<file path="src/rtl/alu_seq_ctrl_if.sv">
// Command, ALU and debug bundle for alu_seq_ctrl.
// master: requester/ALU/debug side; slave: the controller.
interface alu_seq_ctrl_if;
    logic       cmd_valid;
    logic       cmd_ready;
    logic [1:0] cmd_kind;
    logic [3:0] cmd_op;
    logic [2:0] cmd_src;
    logic [2:0] cmd_dst;
    logic [7:0] cmd_imm;
    logic [7:0] alu_a;
    logic [7:0] alu_b;
    logic [3:0] alu_op;
    logic [7:0] alu_y;
    logic       done;
    logic       err;
    logic [7:0] result;
    logic [3:0] flags;
    logic [2:0] dbg_sel;
    logic [7:0] dbg_data;

    modport master (
        output cmd_valid, cmd_kind, cmd_op, cmd_src, cmd_dst, cmd_imm, alu_y, dbg_sel,
        input  cmd_ready, alu_a, alu_b, alu_op, done, err, result, flags, dbg_data
    );

    modport slave (
        input  cmd_valid, cmd_kind, cmd_op, cmd_src, cmd_dst, cmd_imm, alu_y, dbg_sel,
        output cmd_ready, alu_a, alu_b, alu_op, done, err, result, flags, dbg_data
    );
endinterface

</file>
<file path="src/rtl/alu_seq_ctrl.sv">
// alu_seq_ctrl: multi-cycle sequencer for the 8085 8-bit ALU datapath.
// IDLE -> RD -> EX -> WB; 8x8 register file (B,C,D,E,H,L,M,A) and {S,Z,P,CY} flags.
// Optional macro ALU_SEQ_FWD_EN: accept a new command in WB and go straight WB -> RD.
module alu_seq_ctrl #(
    parameter int unsigned ACC_IDX     = 7,
    parameter logic [7:0]  REG_RST_VAL = 8'h00
) (
    input logic           clk,
    input logic           rst,
    alu_seq_ctrl_if.slave bus
);
    localparam logic [2:0] AccSel = 3'(ACC_IDX);
    localparam logic [3:0] OpTx   = 4'h6;

    typedef enum logic [1:0] {StIdle, StRd, StEx, StWb} state_e;

    state_e     state_q, state_d;
    logic [7:0] regs_q [8];

    logic [1:0] kind_q;
    logic [3:0] op_q;
    logic [2:0] src_q;
    logic [2:0] dst_q;
    logic [7:0] imm_q;
    logic       err_q;

    logic [7:0] alu_a_q, alu_b_q;
    logic [3:0] alu_op_q;
    logic [7:0] result_q;
    logic [3:0] flags_q;

    logic       ready;
    logic       accept;
    logic       cmd_bad;
    logic       flag_upd;
    logic [8:0] sum9;
    logic       cy;
    logic [3:0] flags_new;
    logic [2:0] wr_idx;

    // Next-state logic and command-ready decode
    always_comb begin
        state_d = state_q;
        ready   = 1'b0;
        case (state_q)
            StIdle: begin
                ready = 1'b1;
                if (bus.cmd_valid) state_d = StRd;
            end
            StRd: state_d = StEx;
            StEx: state_d = StWb;
            StWb: begin
`ifdef ALU_SEQ_FWD_EN
                ready   = 1'b1;
                state_d = bus.cmd_valid ? StRd : StIdle;
`else
                state_d = StIdle;
`endif
            end
            default: state_d = StIdle;
        endcase
    end

    // State register
    always_ff @(posedge clk or posedge rst) begin
        if (rst) state_q <= StIdle;
        else     state_q <= state_d;
    end

    assign accept  = ready & bus.cmd_valid;
    assign cmd_bad = (bus.cmd_kind == 2'b11) || ((bus.cmd_kind == 2'b00) && bus.cmd_op[3]);

    // Flag computation from the registered operands and the ALU result
    always_comb begin
        sum9 = {1'b0, alu_a_q} + {1'b0, alu_b_q};
        cy   = 1'b0;
        if (alu_op_q == 4'h4)      cy = sum9[8];
        else if (alu_op_q == 4'h5) cy = (alu_a_q < alu_b_q);
        flags_new = {bus.alu_y[7], (bus.alu_y == 8'h00), ~^bus.alu_y, cy};
        flag_upd  = (kind_q == 2'b00) && !err_q && (op_q != OpTx);
        wr_idx    = (kind_q == 2'b00) ? AccSel : dst_q;
    end

    // Command latch, operand staging, result/flag capture and register write-back.
    // With forwarding, the WB write and the next command's latch share an edge, so the
    // following RD already reads the updated register file; no extra bypass path is needed.
    always_ff @(posedge clk or posedge rst) begin
        if (rst) begin
            for (int i = 0; i < 8; i++) regs_q[i] <= REG_RST_VAL;
            kind_q   <= 2'b00;
            op_q     <= 4'h0;
            src_q    <= 3'd0;
            dst_q    <= 3'd0;
            imm_q    <= 8'h00;
            err_q    <= 1'b0;
            alu_a_q  <= 8'h00;
            alu_b_q  <= 8'h00;
            alu_op_q <= OpTx;
            result_q <= 8'h00;
            flags_q  <= 4'h0;
        end else begin
            if (accept) begin
                kind_q <= bus.cmd_kind;
                op_q   <= bus.cmd_op;
                src_q  <= bus.cmd_src;
                dst_q  <= bus.cmd_dst;
                imm_q  <= bus.cmd_imm;
                err_q  <= cmd_bad;
            end
            if (state_q == StRd) begin
                if (err_q) begin
                    alu_a_q  <= 8'h00;
                    alu_b_q  <= 8'h00;
                    alu_op_q <= OpTx;
                end else begin
                    case (kind_q)
                        2'b00: begin
                            alu_a_q  <= regs_q[AccSel];
                            alu_b_q  <= regs_q[src_q];
                            alu_op_q <= op_q;
                        end
                        2'b10: begin
                            alu_a_q  <= 8'h00;
                            alu_b_q  <= regs_q[src_q];
                            alu_op_q <= OpTx;
                        end
                        default: begin
                            alu_a_q  <= 8'h00;
                            alu_b_q  <= imm_q;
                            alu_op_q <= OpTx;
                        end
                    endcase
                end
            end
            if ((state_q == StEx) && !err_q) begin
                result_q <= bus.alu_y;
                if (flag_upd) flags_q <= flags_new;
            end
            if ((state_q == StWb) && !err_q) regs_q[wr_idx] <= result_q;
        end
    end

    assign bus.cmd_ready = ready;
    assign bus.done      = (state_q == StWb);
    assign bus.err       = (state_q == StWb) & err_q;
    assign bus.alu_a     = alu_a_q;
    assign bus.alu_b     = alu_b_q;
    assign bus.alu_op    = alu_op_q;
    assign bus.result    = result_q;
    assign bus.flags     = flags_q;
    assign bus.dbg_data  = regs_q[bus.dbg_sel];
endmodule

</file>
<file path="src/flat_wrapper.sv">
// flat-port wrapper written by rule: the top's interface ports become plain ports
module alu_seq_ctrl_flat 
#(
    parameter int unsigned ACC_IDX     = 7,
    parameter logic [7:0]  REG_RST_VAL = 8'h00
)
  (clk, rst, bus_cmd_valid, bus_cmd_kind, bus_cmd_op, bus_cmd_src, bus_cmd_dst, bus_cmd_imm, bus_alu_y, bus_dbg_sel, bus_cmd_ready, bus_alu_a, bus_alu_b, bus_alu_op, bus_done, bus_err, bus_result, bus_flags, bus_dbg_data);
  alu_seq_ctrl_if bus_i ();
  input logic clk;
  input logic rst;
  input wire logic [$bits(bus_i.cmd_valid)-1:0] bus_cmd_valid;
  input wire logic [$bits(bus_i.cmd_kind)-1:0] bus_cmd_kind;
  input wire logic [$bits(bus_i.cmd_op)-1:0] bus_cmd_op;
  input wire logic [$bits(bus_i.cmd_src)-1:0] bus_cmd_src;
  input wire logic [$bits(bus_i.cmd_dst)-1:0] bus_cmd_dst;
  input wire logic [$bits(bus_i.cmd_imm)-1:0] bus_cmd_imm;
  input wire logic [$bits(bus_i.alu_y)-1:0] bus_alu_y;
  input wire logic [$bits(bus_i.dbg_sel)-1:0] bus_dbg_sel;
  output wire logic [$bits(bus_i.cmd_ready)-1:0] bus_cmd_ready;
  output wire logic [$bits(bus_i.alu_a)-1:0] bus_alu_a;
  output wire logic [$bits(bus_i.alu_b)-1:0] bus_alu_b;
  output wire logic [$bits(bus_i.alu_op)-1:0] bus_alu_op;
  output wire logic [$bits(bus_i.done)-1:0] bus_done;
  output wire logic [$bits(bus_i.err)-1:0] bus_err;
  output wire logic [$bits(bus_i.result)-1:0] bus_result;
  output wire logic [$bits(bus_i.flags)-1:0] bus_flags;
  output wire logic [$bits(bus_i.dbg_data)-1:0] bus_dbg_data;
  assign bus_i.cmd_valid = bus_cmd_valid;
  assign bus_i.cmd_kind = bus_cmd_kind;
  assign bus_i.cmd_op = bus_cmd_op;
  assign bus_i.cmd_src = bus_cmd_src;
  assign bus_i.cmd_dst = bus_cmd_dst;
  assign bus_i.cmd_imm = bus_cmd_imm;
  assign bus_i.alu_y = bus_alu_y;
  assign bus_i.dbg_sel = bus_dbg_sel;
  assign bus_cmd_ready = bus_i.cmd_ready;
  assign bus_alu_a = bus_i.alu_a;
  assign bus_alu_b = bus_i.alu_b;
  assign bus_alu_op = bus_i.alu_op;
  assign bus_done = bus_i.done;
  assign bus_err = bus_i.err;
  assign bus_result = bus_i.result;
  assign bus_flags = bus_i.flags;
  assign bus_dbg_data = bus_i.dbg_data;
  alu_seq_ctrl #(.ACC_IDX(ACC_IDX), .REG_RST_VAL(REG_RST_VAL)) u_core (.clk(clk), .rst(rst), .bus(bus_i));
endmodule
</file>
<file path="config.mk">
export PLATFORM = sky130hd
export DESIGN_NAME = alu_seq_ctrl_flat
export DESIGN_NICKNAME = d
export VERILOG_FILES = /design/src/rtl/alu_seq_ctrl_if.sv /design/src/rtl/alu_seq_ctrl.sv /design/src/flat_wrapper.sv
export SDC_FILE = /design/constraint.sdc
export NUM_CORES = 1
export LEC_CHECK = 0
export ABC_AREA = 0
export BUFFER_PORTS_ARGS = -buffer_cell sky130_fd_sc_hd__buf_4
export CAP_MARGIN = 10
export CELL_PAD_IN_SITES_DETAIL_PLACEMENT = 1
export CELL_PAD_IN_SITES_GLOBAL_PLACEMENT = 1
export CORE_MARGIN = 1.5
export CORE_UTILIZATION = 49
export DETAILED_ROUTE_END_ITERATION = 16
export PLACE_DENSITY = 0.82
export REMOVE_ABC_BUFFERS = 1
export SYNTH_ARGS = -nofsm -noshare
export SYNTH_HDL_FRONTEND = slang
export SYNTH_SLANG_ARGS = --single-unit
</file>
<file path="constraint.sdc">
create_clock -name clk -period 6.45 [get_ports clk]
set_input_delay 1.29 -clock clk [delete_from_list [all_inputs] [get_ports clk]]
set_output_delay 1.29 -clock clk [all_outputs]
set_load 0.005 [all_outputs]
</file>
# [Word level (Yosys, flattened, before mapping)]
# Index checks and enable logic that the tools add are counted.
[op_classes] add_sub_neg=1 n_mul=0 n_div=0 order_cmp=5 eq_ne=9 n_shift=0 muxes=21 bitwise_logic=5 n_reduce_logical=15
[op_table] cell="$mux W8" n=9
[op_table] cell="$bwmux W64" n=1
[op_table] cell="$bmux W8 S3" n=2
[op_table] cell="$demux W8 S3" n=1
[op_table] cell="$ge A4 B4 Y1 const B" n=3
[op_table] cell="$not A3 Y4" n=3
[op_table] cell="$add A8 B8 Y9" n=1
[op_table] cell="$eq A2 B2 Y1 const B" n=4
[op_table] cell="$eq A4 B3 Y1 const B" n=2
[op_table] cell="$logic_not A8 Y1" n=1
[op_table] cell="$lt A8 B8 Y1" n=1
[op_table] cell="$mux W4" n=2
[op_table] cell="$pmux W2 S4" n=1
[op_table] cell="$reduce_xnor A8 Y1" n=1
[op_table] cell="$logic_and A1 B1 Y1" n=6
[op_table] cell="$logic_not A2 Y1" n=3
[op_table] cell="$lt A4 B1 Y1 const B" n=1
[op_table] cell="$ne A4 B3 Y1 const B" n=1
[op_table] cell="$mux W1" n=3
[op_table] cell="$mux W3" n=1
[op_table] cell="$and A1 B1 Y1" n=2
[op_table] cell="$eq A2 B1 Y1 const B" n=1
[op_table] cell="$mux W2" n=1
[op_table] cell="$ne A2 B2 Y1 const B" n=1
[op_table] cell="4 further kinds" n=4
[totals] ff_bits=119 latchBits=0 ramBits=0 rom_bits=0 inputBits=34 out_inout_bits=43 wordCells=76 memories=0

# [Depth between registers and ports, before layout]
# Gate-level depths: netlist of run 1.
[depth] ltp_word=8 depth_mapped=8 mapped_depth_nobuf=6

# [Worst setup path before layout of run 1]
# OpenSTA, ideal clock, no wires.
[synth_path] path_kind="input-to-output" startpoint="input bus_dbg_sel[0]" endpoint="output bus_dbg_data[0]" arrival_ns=2.604 path_slack_ns=2.556 path_stages=4 path_buffers=2 cell_sequence="buf_2 > buf_2 > mux4_2 > mux2_2"
[synth_via] elab_chain_len=4
[synth_lines] element="start: declaration" line="flat_wrapper.sv:18" source="input wire logic [$bits(bus_i.dbg_sel)-1:0] bus_dbg_sel;"
[synth_lines] element="$not A3 Y4 (implied by the code)" line="alu_seq_ctrl.sv:151" source="assign bus.dbg_data = regs_q[bus.dbg_sel];"
[synth_lines] element="$bmux W8 S3" line="alu_seq_ctrl.sv:151"
[synth_lines] element="$mux W8 (implied by the code) (2 in a row)" line="alu_seq_ctrl.sv:151"
[synth_lines] element="end: declaration" line="flat_wrapper.sv:27" source="output wire logic [$bits(bus_i.dbg_data)-1:0] bus_dbg_data;"
# Every way passes these cells. The select of a mux whose other input is x is not followed.

# [Worst setup path after layout of run 1]
# Same ends and word-level chain as after synthesis.

==> key figures, run 1 <==
Clock tree
  • Post-CTS Hold Fix Bufs: 0
  • Clk slew on worst S/H paths: 0.05 ns
  • Clk Latency, worst-skew pair: 0.42 ns
  • H-tree depth: 4
  • Post-CTS sizing: 0
  • CTS tree: yes
  • Setup bufs post-CTS: 0
  • Max Buffers Root-to-Sink: 2
  • Inserted Clock Buffers: 17
  • CTS Sinks: 119
  • Root buffer cell: clkbuf_16

Die
  • I/O Pins: 77
  • Die W: 116 um
  • Initial Util: 50.9%
  • Core Rows: 40
  • Die height: 116 um
  • Core Footprint: 0.0122 mm^2
  • Die footprint: 0.0134 mm^2

Global routing
  • Global-route wire length before repair: between 20,000 and 30,000 um
  • Grt total ovfl: 0
  • Pin count of the biggest net entering global routing: 68
  • Initial antenna violation count: 0
  • Total GRT Usage: approximately 29%
  • Vias in the first global route: 4,738

Finish
  • Area added between synthesis and finish: 21.0%
  • FF/Latch Area: 0.00298 mm^2
  • Number of fill cells: between 1,000 and 1,500
  • Area of the multi-input gates: 0.00295 mm^2
  • Fraction of layout cells with a size suffix above 1: 46.6%
  • Commonest non-fill, non-tap cell in the layout: dfrtp_1
  • Diode count: 0
  • Fin cells: 707
  • Nets: 583
  • Most frequent cells in the layout: 117 x dfrtp_1, 109 x mux2_2, 77 x buf_4

Logic synthesis
  • Yosys synthesis warning count: 0
  • Mean area per synthesized cell: around 14 um^2
  • Synth unique cells: 47
  • Share of synthesized registers carrying an async set or reset: 100%
  • Synth Flop Type: dfrtp_1
  • FF+latch count, synth: about 120
  • Number of flops mapped to enable cells by yosys: 0
  • Seq/Total Area, Yosys: a little under half
  • Mapped Cells: 455
  • Cell area after synthesis: 0.00621 mm^2

Critical path
  • R2r worst-path depth: 5
  • Type of origin of the critical path: primary input
  • Worst EP arrival: 2.60 ns
  • CP endpoint kind: primary output
  • Worst Path Required: 5.16 ns
  • Reg2reg end: u_core.bus.alu_a[5]
  • CP max FO: 16
  • Type of the worst setup path: primary input to primary output
  • Worst R2R Setup Slack: 3.82 ns
  • FF-to-FF Start: u_core.state_q[1]

Power and ir drop
  • Power density over cell area: 543 mW/mm^2
  • P_sw: 0.00145 W
  • Comb power frac: between 30% and 40%
  • Cell internal pwr: about 0.0026 W
  • Seq pwr share: 39.5%
  • Peak supply drop: 0.308 mV
  • Fraction of power spent switching nets: 35.6%
  • Static Leak: 3.46 nW
  • Clock network power share: between 20% and 30%

Timing
  • Final Slew Violations: 0
  • Hold Vio Cnt, Final: 0
  • RSZ-0062 raised after global routing: false
  • Crit path time final: between 3 and 4 ns
  • Final WS setup: 2.56 ns
  • Setup TNS Final: 0 ns
  • Clock skew: 0.0101 ns
  • Fmax: 0.257 GHz
  • Slew Limit Headroom: 30.6%
  • Worst Tran Pin Value: 1.04 ns
  • Final setup vio count: 0
  • Final Cycle Share: about three fifths

Status
  • Status: complete, no violations

Placed design
  • HPWL Detailed: approximately 11,000 um
  • Port bufs: 76
  • Global placement routability congestion: between 0.7 and 0.8
  • Dpl ws: 2.58 ns
  • Placed cells: 676

Route
  • Initial DRC Count: 205
  • Via density per instance: 6.01
  • Antenna-violating nets left: 0
  • Routed wire length: 17,700 um
  • WL/cell: 25.0 um
  • Remaining DRCs: 0
  • DR vias: 4,248
  • DR pass1 iterations: 4

Hold path
  • Worst Hold Class: register to register
  • Hold depth: 2
  • Hold EP: u_core.bus.alu_op[3]
  • Min-delay src: u_core.op_q[3]

Run
  • Max_cap viols: 0
==> metrics by stage <==
step           hold slack [ns]  utilization, %  power (W)  cell area (um^2)
4_1_cts                  0.503            61.6    0.00408              7520
3_3_place_gp             0.480            56.3    0.00281              6880
6_report                 0.504            61.6    0.00408              7520
3_5_place_dp             0.492            56.3    0.00293              6880
2_1_floorplan            0.459               -    0.00232              6090
5_1_grt                  0.529            61.6    0.00428              7520
==> Yosys cell counts, drive strengths merged, types with 4 or more instances <==
| master | n | share of area, % |
|---|---|---|
| a21oi | 12 | 0.97 |
| buf | 14 | 1.4 |
| clkbuf | 10 | 0.60 |
| dfrtp | 117 | 47 |
| ha | 22 | 4.4 |
| inv | 41 | 2.5 |
| mux2 | 110 | 20 |
| mux4 | 32 | 12 |
| nand2 | 14 | 0.85 |
| nor2 | 6 | 0.60 |
| nor2b | 4 | 0.40 |
| nor3 | 4 | 0.48 |
| nor3b | 4 | 0.56 |
| o211ai | 9 | 1.2 |
| o21ai | 23 | 1.9 |
==> cell type report <==
cell class,count,area share [%]
Multi-Input combinational cell,271,39.3
Clock inverter,8,1.90
Sequential cell,119,39.6
Inverter,41,2.08
Timing Repair Buffer,77,7.69
Tap cell,168,2.80
Clock buffer,23,6.62
==> cell families after synthesis <==
kind of cell	share of synthesized area, %
muxes	32.4
buffers and inverters	4.49
adders and majority gates	4.43
AOI/OAI and AO/OA	5.46
and+or+nand+nor	4.81
DFF	48.0
xor gates and xnor gates	0.423
==> state kept, by name, summed over array words and instances, names as in the netlist, 3 cells and up <==
name	count
u_core.bus.alu_a	8
u_core.regs_q	64
u_core.bus.result	8
u_core.bus.flags	4
u_core.op_q	4
u_core.bus.alu_op	4
u_core.dst_q	3
u_core.imm_q	8
u_core.bus.alu_b	8
u_core.src_q	3
==> power by group through the flow <==
stage               Clock (W)  Sequential [W]  Combinational, W
detailed placement          0         0.00157           0.00137
global placement            0         0.00152           0.00129
finish                0.00104         0.00161           0.00143
CTS                   0.00105         0.00159           0.00144
global route          0.00108         0.00165           0.00155
floorplan                   0         0.00139          0.000933
==> worst max-delay path, cell delays in order <==
cell	delay [ns]
buf_4	0.28
mux4_2	0.58
mux2_2	0.30
buf_4	0.14
==> worst max path at each step <==
stage,from,end,slack (ns)
3_5_place_dp,bus_dbg_sel[0],bus_dbg_data[5],2.58
2_1_floorplan,rst,u_core.bus.alu_a[0],2.01
4_1_cts,bus_dbg_sel[0],bus_dbg_data[0],2.55
3_3_place_gp,bus_dbg_sel[0],bus_dbg_data[5],2.60
5_1_grt,bus_dbg_sel[0],bus_dbg_data[0],2.52
6_report,bus_dbg_sel[0],bus_dbg_data[0],2.56
==> per-layer routing <==
layer  track usage, %  wire, um  vias to the layer above
li1                 -         -                     1807
met1             35.8      7260                     2230
met2             50.1      9080                      165
met3             5.65       815                       46
met4             12.8       503                        0
met5                0         0                        -
No activity file was read; power rests on OpenSTA's default activity.
==> run 2, diff against run 1 <==
ABC_AREA = 1   (was 0)
CORE_UTILIZATION = 43   (was 49)
PLACE_DENSITY = 0.81   (was 0.82)
clock period = 3.8 ns   (was 6.45 ns; I/O delays follow)
==> key figures, run 2 <==
Route
  • Routed wire length: 19,500 um
  • WL/cell: roughly 18 um
  • DR pass1 iterations: 4
  • Antenna-violating nets left: 0
  • DR vias: 5,690
  • Via density per instance: 5.36
  • Remaining DRCs: 0
  • Initial DRC Count: 332

Die
  • Core Footprint: about 0.014 mm^2
  • I/O Pins: between 70 and 80
  • Core Rows: 44
  • Die W: 124 um
  • Initial Util: between 40% and 50%
  • Die height: 124 um
  • Die footprint: 0.0154 mm^2

Timing
  • Final WS setup: around 0.88 ns
  • Hold Vio Cnt, Final: 0
  • Worst Tran Pin Value: 1.09 ns
  • RSZ-0062 raised after global routing: false
  • Crit path time final: 2.92 ns
  • Slew Limit Headroom: 27.1%
  • Clock skew: 0.0103 ns
  • Fmax: 0.343 GHz
  • Final Slew Violations: 0
  • Final Cycle Share: roughly three quarters
  • Final setup vio count: 0

Logic synthesis
  • Cell area after synthesis: 0.00629 mm^2
  • Seq/Total Area, Yosys: 47.4%
  • Number of flops mapped to enable cells by yosys: 0
  • FF+latch count, synth: 119
  • Mapped Cells: between 800 and 900
  • Cell taking the most area after synthesis: dfrtp_1
  • Yosys synthesis warning count: 0
  • Share of synthesized registers carrying an async set or reset: 100%
  • Mean area per synthesized cell: 7.86 um^2
  • Synth unique cells: 34
  • Synth Flop Type: dfrtp_1
  • Commonest cells post-synth: 215 x nand2_1, 117 x dfrtp_1, 101 x inv_1
  • Synth top area share: 46.5%
  • Most frequent cell after synthesis: nand2_1
  • Area contributors post-synth: dfrtp_1 47%, nand2_1 13%, o21ai_0 7.7%, inv_1 6.0%, ha_1 4.4%

Hold path
  • Hold depth: 2
  • Worst Hold Class: register to register
  • Hold EP: u_core.bus.flags[0]
  • Min-delay src: u_core.bus.flags[0]

Global routing
  • Grt total ovfl: 0
  • Vias in the first global route: 5,960
  • Pin count of the biggest net entering global routing: 120
  • Initial antenna violation count: 0
  • Total GRT Usage: 27.1%
  • Global-route wire length before repair: 30,900 um

Clock tree
  • Clk Latency, worst-skew pair: approximately 0.43 ns
  • Root buffer cell: clkbuf_16
  • Max Buffers Root-to-Sink: 2
  • Post-CTS sizing: 0
  • H-tree depth: 4
  • Post-CTS Hold Fix Bufs: 0
  • Clk slew on worst S/H paths: 0.05 ns
  • CTS Sinks: roughly 120
  • Inserted Clock Buffers: 17
  • CTS tree: yes
  • Setup bufs post-CTS: 0

Placed design
  • Area after DPL: 0.00696 mm^2
  • HPWL Detailed: 13,300 um
  • Dpl ws: between 0.9 and 1 ns
  • Placed cells: 1,029
  • Global placement routability congestion: 0.843
  • Port bufs: 76

Finish
  • Biggest register: u_core.regs_q
  • Fin cells: roughly 1,100
  • Area added between synthesis and finish: 20.5%
  • Fin util: 52.6%
  • Most frequent cells in the layout: 215 x nand2_1, 117 x dfrtp_1, 100 x inv_1
  • Design area: 0.00758 mm^2
  • Fraction of layout cells with a size suffix above 1: 16.5%
  • Number of flip-flops under the largest register name: 64
  • Commonest non-fill, non-tap cell in the layout: nand2_1
  • Nets: 920
  • Diode count: 0

Critical path
  • Worst EP arrival: ~2.2 ns
  • Worst R2R Setup Slack: 1.49 ns
  • Slowest CP cell: inv_1
  • Worst Path Required: 3.04 ns
  • Slowest Stage Delay on Critical Path: between 0.5 and 0.6 ns
  • Most numerous cell on the critical path: buf_4
  • R2r worst-path depth: 8
  • Reg2reg end: u_core.bus.alu_a[6]
  • Type of origin of the critical path: primary input
  • CP endpoint kind: primary output
  • Type of the worst setup path: primary input to primary output
  • Cell breakdown of the critical path: buf_4, inv_1, o21ai_0, nand2_1, nor2_1, a31oi_1, buf_4
  • FF-to-FF Start: u_core.state_q[1]
  • CP max FO: 24

Power and ir drop
  • Static Leak: 3.72 nW
  • Power density over cell area: 843 mW/mm^2
  • Power Total: 0.00639 W
  • Peak supply drop: approximately 0.41 mV

Status
  • Status: complete, no violations

Run
  • Max_cap viols: 0
-- run 2: worst max-delay path by stage --
stage / start / cells past startpoint / end / slack, ns
2_1_floorplan: rst / 1 / u_core.bus.alu_a[0] / -0.11
3_3_place_gp: bus_dbg_sel[1] / 8 / bus_dbg_data[1] / 0.99
3_5_place_dp: bus_dbg_sel[1] / 8 / bus_dbg_data[0] / 0.92
4_1_cts: bus_dbg_sel[1] / 8 / bus_dbg_data[7] / 0.91
5_1_grt: bus_dbg_sel[0] / 7 / bus_dbg_data[1] / 0.79
6_report: bus_dbg_sel[0] / 7 / bus_dbg_data[7] / 0.88
-- run 2: metal layers --
layer	wire, um	part of all wire, %	GRT usage, %
met1	8250	42	33.0
met2	9720	50	46.2
met3	960	4.9	5.59
met4	594	3.0	12.6
met5	0	0	0
-- run 2: cell type report --
type,count,area (um^2)
Clock buffer,23,478
Clock inverter,9,148
Fill cell,1765,6840
Inverter,107,404
Multi-Input combinational cell,540,2740
Sequential cell,119,2980
Tap cell,184,230
Timing Repair Buffer,79,606
-- run 2: where the power goes --
| part | leakage [nW] | internal [W] | switching [W] |
|---|---|---|---|
| logic | 1.88 | 0.000857 | 0.00151 |
| registers | 1.54 | 0.00181 | 0.000507 |
| clock network | 0.307 | 0.00114 | 0.000565 |
| total | 3.72 | 0.00381 | 0.00258 |
-- run 2: kinds of logic after synthesis --
group                      synth area share (%)
adders and majority gates                  4.37
AOI/OAI and AO/OA                          20.3
xor gates and xnor gates                  0.418
and+or+nand+nor                            18.4
DFF                                        47.4
buffers and inverters                      9.15
-- run 2: through the flow --
stage | setup TNS [ns] | hold slack (ns)
4_1_cts | 0 | 0.491
5_1_grt | 0 | 0.518
3_3_place_gp | 0 | 0.467
6_report | 0 | 0.482
3_5_place_dp | 0 | 0.475
2_1_floorplan | -13.36 | 0.450
-- run 2: worst max-delay path, delay by kind of cell --
| family | cells | cell delay [ns] |
|---|---|---|
| buffers and inverters | 3 | 0.81 |
| AOI/OAI and AO/OA | 2 | 0.43 |
| and+or+nand+nor | 2 | 0.16 |
==> run 3, diff against run 2 <==
ABC_AREA = 0   (was 1)
PLACE_DENSITY = 0.77   (was 0.81)
clock period = 2.5 ns   (was 3.8 ns; I/O delays follow)
==> key figures, run 3 (synthesis results as in run 1) <==
Placed design
  • Area after DPL: 0.00699 mm^2
  • Placed cells: 699
  • HPWL Detailed: 11,100 um
  • Port bufs: 76
  • Dpl ws: 0.192 ns
  • Global placement routability congestion: 0.801

Timing
  • Final Slew Violations: 0
  • Worst Tran Pin Value: 0.789 ns
  • Fmax: around 0.43 GHz
  • Hold Vio Cnt, Final: 0
  • RSZ-0062 raised after global routing: false
  • Clock skew: 0.00523 ns
  • Crit path time final: 2.32 ns
  • Final WS setup: 0.184 ns
  • Final Cycle Share: around 93%
  • Slew Limit Headroom: 47.4%
  • Setup TNS Final: 0 ns
  • Final setup vio count: 0

Finish
  • Biggest register: u_core.regs_q
  • Area added between synthesis and finish: 21.9%
  • Nets: 594
  • Commonest non-fill, non-tap cell in the layout: dfrtp_1
  • Number of flip-flops under the largest register name: 64
  • Diode count: 0
  • Fin util: a little over half
  • Fraction of layout cells with a size suffix above 1: 47.7%
  • Design area: 0.00757 mm^2
  • Fin cells: 731
  • Most frequent cells in the layout: 117 x dfrtp_1, 109 x mux2_2, 87 x buf_4

Clock tree
  • Clk Latency, worst-skew pair: approximately 0.42 ns
  • Max Buffers Root-to-Sink: 2
  • CTS Sinks: ~120
  • Root buffer cell: clkbuf_16
  • Clk slew on worst S/H paths: 0.06 ns
  • Post-CTS Hold Fix Bufs: 0
  • Post-CTS sizing: 0
  • Inserted Clock Buffers: 17
  • H-tree depth: 4
  • CTS tree: yes
  • Setup bufs post-CTS: 0

Route
  • DR vias: between 4,000 and 5,000
  • DR pass1 iterations: 4
  • Routed wire length: 15,400 um
  • Initial DRC Count: 223
  • Remaining DRCs: 0
  • WL/cell: ~21 um
  • Antenna-violating nets left: 0
  • Via density per instance: 5.67

Die
  • Die height: 123 um
  • Die footprint: 0.0152 mm^2
  • I/O Pins: 77
  • Core Footprint: 0.0140 mm^2
  • Core Rows: 43
  • Initial Util: 44.4%
  • Die W: around 120 um

Global routing
  • Initial antenna violation count: 0
  • Global-route wire length before repair: 24,700 um
  • Total GRT Usage: 22.2%
  • Vias in the first global route: 4,536
  • Pin count of the biggest net entering global routing: 47
  • Grt total ovfl: 0

Hold path
  • Worst Hold Class: primary input to async pin

Power and ir drop
  • Static Leak: 3.48 nW
  • Peak supply drop: 0.618 mV
  • Power density over cell area: about 1300 mW/mm^2

Status
  • Status: complete, no violations

Critical path
  • Type of origin of the critical path: register
  • CP max FO: 4
  • Worst EP arrival: approximately 1.8 ns
  • Worst Path Required: 2.00 ns
  • CP endpoint kind: primary output
  • Type of the worst setup path: register to primary output

Run
  • Max_cap viols: 0
-- run 3: cell type report --
| class | instances | area [um^2] |
|---|---|---|
| clock buffers | 20 | 457 |
| clock inverters | 12 | 128 |
| fillers | 1391 | 6420 |
| inverters | 41 | 156 |
| multi-input cells | 271 | 2950 |
| flip-flops and latches | 119 | 2980 |
| well taps | 180 | 225 |
| repair buffers | 88 | 673 |
-- run 3: path summary, 6_finish.rpt --
kind | end | from | cells past startpoint | slack, ns
worst max-delay path | bus_dbg_data[5] | u_core.regs_q[5] | 3 | 0.18
worst min-delay path | u_core.dst_q[2] | rst | 2 | 0.12
worst max register to register | u_core.bus.alu_b[6] | u_core.src_q[1] | 4 | 0.49
worst min register to register | u_core.imm_q[1] | u_core.imm_q[1] | 1 | 0.51
max in group asynchronous | u_core.regs_q[35] | rst | 3 | 1.60
min in group clk | u_core.state_q[1] | bus_cmd_valid | 2 | 0.29
-- run 3: per-layer routing --
metal / share of wire [%] / up-vias / GRT usage, % / wire [um]
met5: 0 / - / 0 / 0
met4: 1.7 / 0 / 8.19 / 266
met2: 51 / 88 / 37.4 / 7880
met3: 3.7 / 23 / 4.24 / 574
li1: - / 1830 / - / -
met1: 43 / 2206 / 28.5 / 6700
-- run 3: critical path, stage by stage, from the launching register on --
cell and delay (ns):
dfrtp_1 0.46, mux4_2 0.53, mux2_2 0.28, buf_4 0.14
-- run 3: through the flow --
stage | total power (W) | hold WS (ns)
floorplan | 0.00599 | 0.459
global placement | 0.00736 | 0.481
detailed placement | 0.00764 | 0.494
CTS | 0.0101 | 0.119
global route | 0.0106 | 0.144
finish | 0.0100 | 0.118
-- run 3: where the power goes --
part	internal, W	leakage, nW	switching [W]
clock network	0.00151	0.278	0.000869
registers	0.00284	1.51	0.00106
logic	0.00221	1.70	0.00155
